[src/rtl/pzcorebus_downsizer_response_merger_pkg.sv]
// ----------------------------------------------------------------------------
// pzcorebus_downsizer_response_merger_pkg
//   Shared corebus definitions used by the downsizer response merger:
//   - pzcorebus_response_type : response kind carried on sresp
//   - get_unit_enable()       : mask of `units` consecutive unit-enable bits
//                               starting at slot `index`. The request path
//                               uses it for the same lane math.
// ----------------------------------------------------------------------------
package pzcorebus_downsizer_response_merger_pkg;

  typedef enum logic [1:0] {
    PZCOREBUS_RESPONSE           = 2'b00,
    PZCOREBUS_RESPONSE_WITH_DATA = 2'b01
  } pzcorebus_response_type;

  localparam int PZCOREBUS_MAX_UNITS = 64;

  function automatic logic [PZCOREBUS_MAX_UNITS-1:0] get_unit_enable(
    input int index,
    input int units
  );
    logic [PZCOREBUS_MAX_UNITS-1:0] mask;
    mask = '0;
    for (int i = 0; i < PZCOREBUS_MAX_UNITS; i++) begin
      if ((i >= (index * units)) && (i < ((index + 1) * units))) begin
        mask[i] = 1'b1;
      end else begin
        mask[i] = 1'b0;
      end
    end
    return mask;
  endfunction

endpackage

[src/rtl/pzcorebus_downsizer_response_merger_fifo.sv]
// ----------------------------------------------------------------------------
// pzcorebus_downsizer_response_merger_fifo
//   Small circular FIFO holding merged wide responses.
//   A push on a full FIFO is taken when the same cycle pops.
// Ports
//   i_clk / i_rst_n : clock, asynchronous active-low reset
//   push_i, data_i  : write request and data
//   pop_i           : remove head entry
//   data_o          : head entry (stable until popped)
//   empty_o, full_o : occupancy flags
//   count_o         : number of stored entries
// ----------------------------------------------------------------------------
module pzcorebus_downsizer_response_merger_fifo #(
  parameter  int WIDTH = 8,
  parameter  int DEPTH = 2,
  localparam int PTRW  = (DEPTH > 1) ? $clog2(DEPTH) : 1,
  localparam int CNTW  = $clog2(DEPTH + 1)
)(
  input  logic             i_clk,
  input  logic             i_rst_n,
  input  logic             push_i,
  input  logic [WIDTH-1:0] data_i,
  input  logic             pop_i,
  output logic [WIDTH-1:0] data_o,
  output logic             empty_o,
  output logic             full_o,
  output logic [CNTW-1:0]  count_o
);

  logic [WIDTH-1:0] mem_q [DEPTH];
  logic [PTRW-1:0]  wr_ptr_q;
  logic [PTRW-1:0]  rd_ptr_q;
  logic [CNTW-1:0]  count_q;
  logic             push_en_s;
  logic             pop_en_s;

  function automatic logic [PTRW-1:0] next_ptr(input logic [PTRW-1:0] ptr);
    if (ptr == PTRW'(DEPTH - 1)) begin
      return '0;
    end else begin
      return ptr + PTRW'(1);
    end
  endfunction

  assign empty_o   = (count_q == '0);
  assign full_o    = (count_q == CNTW'(DEPTH));
  assign pop_en_s  = pop_i && !empty_o;
  assign push_en_s = push_i && (!full_o || pop_en_s);
  assign data_o    = mem_q[rd_ptr_q];
  assign count_o   = count_q;

  always_ff @(posedge i_clk or negedge i_rst_n) begin
    if (!i_rst_n) begin
      wr_ptr_q <= '0;
      rd_ptr_q <= '0;
      count_q  <= '0;
      for (int i = 0; i < DEPTH; i++) begin
        mem_q[i] <= '0;
      end
    end else begin
      if (push_en_s) begin
        mem_q[wr_ptr_q] <= data_i;
        wr_ptr_q        <= next_ptr(wr_ptr_q);
      end
      if (pop_en_s) begin
        rd_ptr_q <= next_ptr(rd_ptr_q);
      end
      if (push_en_s && !pop_en_s) begin
        count_q <= count_q + CNTW'(1);
      end else if (pop_en_s && !push_en_s) begin
        count_q <= count_q - CNTW'(1);
      end
    end
  end

endmodule

[src/rtl/pzcorebus_downsizer_response_merger.sv]
// ----------------------------------------------------------------------------
// pzcorebus_downsizer_response_merger
//   Merges narrow response beats from the downsized (master) side into wide
//   responses for the upstream (slave) side. Ratio 2/4/8, aligned or
//   unit-enable lane placement, optional output FIFO so narrow beats keep
//   draining while the wide side stalls.
// Ports
//   i_clk, i_rst_n        : clock, asynchronous active-low reset
//   master_*              : narrow response beats in (sresp_* in, mresp_accept out)
//   slave_*               : wide merged responses out (sresp_* out, mresp_accept in)
//   o_merging             : a partial merge is held
//   o_pending             : merged responses queued (0 without FIFO)
// ----------------------------------------------------------------------------
module pzcorebus_downsizer_response_merger
  import pzcorebus_downsizer_response_merger_pkg::*;
#(
  parameter  int MASTER_DATA_WIDTH   = 32,
  parameter  int CONVERSION_RATIO    = 2,
  parameter  int UNIT_WIDTH          = 8,
  parameter  int ID_WIDTH            = 4,
  parameter  int INFO_WIDTH          = 4,
  parameter  bit ALIGNED_ACCESS_ONLY = 1'b0,
  parameter  int OUTPUT_DEPTH        = 2,
  localparam int SLAVE_DATA_WIDTH    = MASTER_DATA_WIDTH * CONVERSION_RATIO,
  localparam int MU                  = MASTER_DATA_WIDTH / UNIT_WIDTH,
  localparam int SU                  = MU * CONVERSION_RATIO,
  localparam int CW                  = $clog2(CONVERSION_RATIO),
  localparam int PW                  = (OUTPUT_DEPTH == 0) ? 1 : $clog2(OUTPUT_DEPTH + 1)
)(
  input  logic                         i_clk,
  input  logic                         i_rst_n,
  input  logic                         master_sresp_valid_i,
  output logic                         master_mresp_accept_o,
  input  pzcorebus_response_type       master_sresp_i,
  input  logic [ID_WIDTH-1:0]          master_sid_i,
  input  logic                         master_serror_i,
  input  logic [MASTER_DATA_WIDTH-1:0] master_sdata_i,
  input  logic [INFO_WIDTH-1:0]        master_sinfo_i,
  input  logic [SU-1:0]                master_sresp_uniten_i,
  input  logic                         master_sresp_last_i,
  output logic                         slave_sresp_valid_o,
  input  logic                         slave_mresp_accept_i,
  output pzcorebus_response_type       slave_sresp_o,
  output logic [ID_WIDTH-1:0]          slave_sid_o,
  output logic                         slave_serror_o,
  output logic [SLAVE_DATA_WIDTH-1:0]  slave_sdata_o,
  output logic [INFO_WIDTH-1:0]        slave_sinfo_o,
  output logic [SU-1:0]                slave_sresp_uniten_o,
  output logic                         slave_sresp_last_o,
  output logic                         o_merging,
  output logic [PW-1:0]                o_pending
);

  typedef struct packed {
    pzcorebus_response_type      sresp;
    logic [ID_WIDTH-1:0]         sid;
    logic                        serror;
    logic [SLAVE_DATA_WIDTH-1:0] sdata;
    logic [INFO_WIDTH-1:0]       sinfo;
    logic [SU-1:0]               sresp_uniten;
    logic                        sresp_last;
  } merged_response_t;

  logic [CW-1:0]               beat_cnt_q, beat_cnt_d;
  logic [SLAVE_DATA_WIDTH-1:0] data_q, data_d;
  logic                        error_q, error_d;
  logic [SU-1:0]               uniten_q, uniten_d;
  logic [INFO_WIDTH-1:0]       info_q, info_d;

  logic [SU-1:0]               lane_en_s;
  logic                        ratio_done_s;
  logic                        complete_beat_s;
  logic                        slot_free_s;
  logic                        beat_fire_s;
  logic [SLAVE_DATA_WIDTH-1:0] merged_data_s;
  merged_response_t            merged_s;
  merged_response_t            out_s;

  // Lane selection: aligned mode fills the slot of the current beat count,
  // unaligned mode follows the beat's own unit enables.
  if (ALIGNED_ACCESS_ONLY) begin : g_aligned
    assign lane_en_s    = SU'(get_unit_enable(int'(beat_cnt_q), MU));
    assign ratio_done_s = (beat_cnt_q == CW'(CONVERSION_RATIO - 1));
  end else begin : g_unaligned
    assign lane_en_s    = master_sresp_uniten_i;
    assign ratio_done_s = master_sresp_uniten_i[SU-1];
  end

  // Each wide unit takes the matching narrow unit when enabled, else keeps
  // whatever the merge register already holds.
  for (genvar u = 0; u < SU; u++) begin : g_unit
    assign merged_data_s[u*UNIT_WIDTH +: UNIT_WIDTH] =
      lane_en_s[u] ? master_sdata_i[(u % MU)*UNIT_WIDTH +: UNIT_WIDTH]
                   : data_q[u*UNIT_WIDTH +: UNIT_WIDTH];
  end

  assign complete_beat_s = (master_sresp_i == PZCOREBUS_RESPONSE) ||
                           (master_sresp_last_i != 1'b0) || ratio_done_s;
  assign master_mresp_accept_o = !complete_beat_s || slot_free_s;
  assign beat_fire_s           = master_sresp_valid_i && master_mresp_accept_o;

  assign merged_s.sresp        = master_sresp_i;
  assign merged_s.sid          = master_sid_i;
  assign merged_s.serror       = error_q | master_serror_i;
  assign merged_s.sdata        = merged_data_s;
  assign merged_s.sinfo        = (beat_cnt_q == '0) ? master_sinfo_i : info_q;
  assign merged_s.sresp_uniten = uniten_q | master_sresp_uniten_i;
  assign merged_s.sresp_last   = master_sresp_last_i;

  // Merge state next-value: accumulate on partial beats, clear on completion.
  always_comb begin
    beat_cnt_d = beat_cnt_q;
    data_d     = data_q;
    error_d    = error_q;
    uniten_d   = uniten_q;
    info_d     = info_q;
    if (beat_fire_s) begin
      data_d = merged_data_s;
      info_d = merged_s.sinfo;
      if (complete_beat_s) begin
        beat_cnt_d = '0;
        error_d    = 1'b0;
        uniten_d   = '0;
      end else begin
        beat_cnt_d = beat_cnt_q + CW'(1);
        error_d    = merged_s.serror;
        uniten_d   = merged_s.sresp_uniten;
      end
    end else begin
      beat_cnt_d = beat_cnt_q;
    end
  end

  // Merge state registers.
  always_ff @(posedge i_clk or negedge i_rst_n) begin
    if (!i_rst_n) begin
      beat_cnt_q <= '0;
      data_q     <= '0;
      error_q    <= 1'b0;
      uniten_q   <= '0;
      info_q     <= '0;
    end else begin
      beat_cnt_q <= beat_cnt_d;
      data_q     <= data_d;
      error_q    <= error_d;
      uniten_q   <= uniten_d;
      info_q     <= info_d;
    end
  end

  if (OUTPUT_DEPTH > 0) begin : g_fifo
    logic             push_s;
    logic             pop_s;
    logic             empty_s;
    logic             full_s;
    merged_response_t head_s;

    assign pop_s       = !empty_s && slave_mresp_accept_i;
    assign slot_free_s = !full_s || pop_s;
    assign push_s      = beat_fire_s && complete_beat_s;

    pzcorebus_downsizer_response_merger_fifo #(
      .WIDTH ($bits(merged_response_t)),
      .DEPTH (OUTPUT_DEPTH)
    ) u_fifo (
      .i_clk   (i_clk),
      .i_rst_n (i_rst_n),
      .push_i  (push_s),
      .data_i  (merged_s),
      .pop_i   (pop_s),
      .data_o  (head_s),
      .empty_o (empty_s),
      .full_o  (full_s),
      .count_o (o_pending)
    );

    assign slave_sresp_valid_o = !empty_s;
    assign out_s               = head_s;
  end else begin : g_bypass
    // Without a FIFO the completing beat is forwarded in the same cycle.
    assign slot_free_s         = slave_mresp_accept_i;
    assign slave_sresp_valid_o = master_sresp_valid_i && complete_beat_s;
    assign out_s               = merged_s;
    assign o_pending           = '0;
  end

  assign slave_sresp_o        = out_s.sresp;
  assign slave_sid_o          = out_s.sid;
  assign slave_serror_o       = out_s.serror;
  assign slave_sdata_o        = out_s.sdata;
  assign slave_sinfo_o        = out_s.sinfo;
  assign slave_sresp_uniten_o = out_s.sresp_uniten;
  assign slave_sresp_last_o   = out_s.sresp_last;
  assign o_merging            = (beat_cnt_q != '0);

endmodule
[config.mk]
export PLATFORM = sky130hd
export DESIGN_NAME = pzcorebus_downsizer_response_merger
export DESIGN_NICKNAME = d
export VERILOG_FILES = /design/src/rtl/pzcorebus_downsizer_response_merger_pkg.sv /design/src/rtl/pzcorebus_downsizer_response_merger_fifo.sv /design/src/rtl/pzcorebus_downsizer_response_merger.sv
export SDC_FILE = /design/constraint.sdc
export NUM_CORES = 1
export LEC_CHECK = 0
export ABC_AREA = 1
export BUFFER_PORTS_ARGS = -buffer_cell sky130_fd_sc_hd__buf_2
export CAP_MARGIN = 5
export CORE_AREA = 2 2 145 147
export CTS_CLUSTER_SIZE = 30
export DETAILED_ROUTE_END_ITERATION = 6
export DIE_AREA = 0 0 147 149
export GPL_TIMING_DRIVEN = 0
export PLACE_DENSITY = 0.78
export RECOVER_POWER = 100
export SLEW_MARGIN = 20
export SYNTH_ARGS = -nofsm -noshare
export SYNTH_HDL_FRONTEND = slang
export SYNTH_SLANG_ARGS = --single-unit
[constraint.sdc]
create_clock -name i_clk -period 2.5 [get_ports i_clk]
set_input_delay 0.5 -clock i_clk [delete_from_list [all_inputs] [get_ports i_clk]]
set_output_delay 0.5 -clock i_clk [all_outputs]
set_load 0.02 [all_outputs]
==> results.py <==
metrics = {
    "sta": {
        "relSlewSlack": 0.2362,
        "worst_pin_slew_ns": 1.146,
        "drv_slew": 0,
        "finalHoldViolations": 0,
        "finalSetupViolations": 0,
        "clock_skew_ns": 0.01055,
        "min_period_over_period": 0.9742,
        "rsz0062_at_grt": "false",
        "setup-tns-final_ns": 0,
        "min_period_ns": 2.436,
        "fmax_mhz": 410.6,
    },
    "critical_path": {
        "setup.worst_path.start_class": "flip-flop",
        "critPathMaxStageDelay_ns": 0.42,
        "cp-end-kind": "output pin",
        "crit_type": "reg2out",
        "critical_path_required_ns": 2.00,
        "slowest_stage": "dfrtp_1",
        "crit_chain": "nor3_1 -> nand2_2 -> clkbuf_2",
        "cp_max_fo": 16,
        "arrival_ns": 1.94,
    },
    "global_route": {
        "grt.total_usage": 0.2960,
        "antenna_found_initial": 0,
        "overflow": 0,
        "grt_pass1_vias": 10170,
        "grt_max_degree": 98,
        "grt_pass1_wl_um": 51620,
    },
    "logic_synthesis": {
        "yosys.area.top_type_share": 0.5414,
        "ys_seq_elements": 250,
        "syn_nets": 1634,
        "syn_area_mm2": 0.01155,
        "synth_area_per_cell_um2": 7.327,
        "syn_inst": 1577,
        "ys_types": 23,
        "ys_warn_count": 0,
        "yosys-top-cells-area": "dfrtp_1 (54%), nand2_1 (36%), nand3_1 (2.9%), buf_2 (1.4%), buf_6 (1.2%)",
        "synth_top_area_cell": "dfrtp_1",
        "synth-seq-area-share": 0.5414,
    },
    "detailed_routing": {
        "wl_um": 32270,
        "drtIter0Drc": 1038,
        "ant_nets": 0,
        "wl_per_cell_um": 15.84,
        "via_per_inst": 5.232,
        "num_vias": 10660,
        "first_pass_iters": 6,
        "drc_errors": 0,
    },
    "power_and_ir_drop": {
        "powerDensity_mw_per_mm2": 1290,
        "vdd_drop_max_v": 0.0006736,
        "leakage_nw": 7.841,
    },
    "placement": {
        "port_buffers": 136,
        "dp_hpwl_um": 21760,
        "gp_congestion": 0.8613,
    },
    "cts": {
        "htree_num_levels": 1,
        "cts_tree": "done",
        "cts_root_buffer": "clkbuf_16",
        "cts.sinks": 250,
        "postCtsSetupBuffers": 0,
        "clockBufferDepth": 3,
        "clk_pin_slew_worst_paths_ns": 0.06,
        "cts_buffers": 27,
        "clk_latency_ns": 0.52,
    },
    "final_layout": {
        "mostFrequentLayoutCell": "nand2_1",
        "drive_above_1_share": 0.1163,
        "final_util": 0.6520,
        "diodes": 0,
        "syn_to_final_growth_pct": 15.99,
        "final_cell_mix": "nand2_1 (1120), dfrtp_1 (250), buf_2 (77), nand3_1 (70), clkbuf_1 (68)",
        "nets": 1801,
    },
    "floorplan": {
        "die_h_um": 149,
        "pin_count": 145,
        "rows": 53,
        "die_w_um": 147,
        "die_area_mm2": 0.02190,
        "initial_core_util": 0.5621,
        "coreArea_mm2": 0.02056,
    },
    "run": {
        "drv_cap": 0,
    },
    "status": {
        "status": "finished clean",
    },
    "worst_hold_path": {
        "hold_path_class": "in2reg",
    },
}
-- report_power, final --
| part | total (mW) | switching (mW) | internal [mW] |
|---|---|---|---|
| Sequential | 6.51 | 0.862 | 5.65 |
| Combinational | 6.99 | 4.88 | 2.10 |
| Clock | 3.79 | 1.57 | 2.22 |
-- stage by stage --
stage	hold WS [ns]	instances	cell area (um2)	setup WS, ns	power [mW]
CTS	0.1824	2037	13520	0.003225	17.40
detailed placement	0.4528	1990	12640	-0.03681	13.53
finish	0.1858	2037	13400	0.06444	17.29
global route	0.1893	2037	13400	0.01036	18.41
global placement	0.4424	1988	12580	-3.590	13.31
floorplan	0.2044	1577	11550	0.5738	11.07
-- cell usage after synthesis --
cell         n
or2_2        2
nand3_2      2
inv_2        3
xnor2_1      1
clkbuf_1    28
buf_6       12
inv_1       16
dfrtp_1    250
buf_2       32
ha_1         1
o21ai_0      2
clkinv_1     7
buf_1        7
nand2_1   1120
xor2_1       2
nor3_2       1
nor2_2       2
a21oi_1      9
nand3_1     68
buf_4        7
nand4_1      2
nor2_1       1
nand2_2      2
-- path summary, 6_finish.rpt --
path / startpoint / to / slack [ns] / depth (start not counted)
max: g_fifo.u_fifo.count_o[0] / master_mresp_accept_o / 0.06 / 3
max reg2reg: g_fifo.u_fifo.count_o[0] / data_q[58] / 0.09 / 7
min: master_sid_i[1] / g_fifo.u_fifo.mem_q[163] / 0.19 / 3
min in group asynchronous: i_rst_n / g_fifo.u_fifo.mem_q[164] / 0.76 / 2
min reg2reg: uniten_q[7] / uniten_q[7] / 0.47 / 2
max in group asynchronous: i_rst_n / g_fifo.u_fifo.mem_q[110] / 0.36 / 4
-- registers in the layout (all words and copies together), names as in the netlist --
signal	cells
g_fifo.u_fifo.count_o	2
g_fifo.u_fifo.rd_ptr_q	1
o_merging	1
error_q	1
uniten_q	8
g_fifo.u_fifo.wr_ptr_q	1
info_q	4
data_q	64
g_fifo.u_fifo.mem_q	168
-- area by class of cell --
class	count	area [um2]
multi-input cells	1215	4705
clock buffers	43	815.8
flip-flops and latches	250	6256
clock inverters	4	22.52
inverters	26	97.59
fillers	1816	7154
plain buffers	85	454.2
well taps	275	344.1
repair buffers	139	708.2
-- critical path: cells and delay by family, from the launching register on --
kind / cells / cell delay (ns)
flip-flops: 1 / 0.42
buffers and inverters: 1 / 0.26
AND/OR/NAND/NOR: 2 / 0.72
-- cell families (layout without fill, tap and decap cells) --
| logic type | Yosys count | in the layout | synth area share |
|---|---|---|---|
| AO/OA/AOI/OAI | 11 | 11 | 0.004764 |
| AND/OR/NAND/NOR | 1200 | 1200 | 0.4005 |
| adder cells (fa/ha/maj) | 1 | 1 | 0.001083 |
| XOR/XNOR | 3 | 3 | 0.002274 |
| buffers and inverters | 112 | 297 | 0.04992 |
| flip-flops | 250 | 250 | 0.5414 |
-- repair_timing --
item,CTS,global route
gates resized for setup,20,8
hold buffers,1,0
setup endpoints to repair,65,26
endpoints found under the hold margin,39,0
-- routing by layer --
layer  global-route usage  part of all wire  vias up
met5                    0                 0        -
met4              0.08942             0.025        0
met3              0.04404             0.087       65
met2               0.4948              0.47      477
met1               0.4059              0.42     5001
li1                     -                 -     5114
Note: power is estimated with default switching activity, not from simulation.
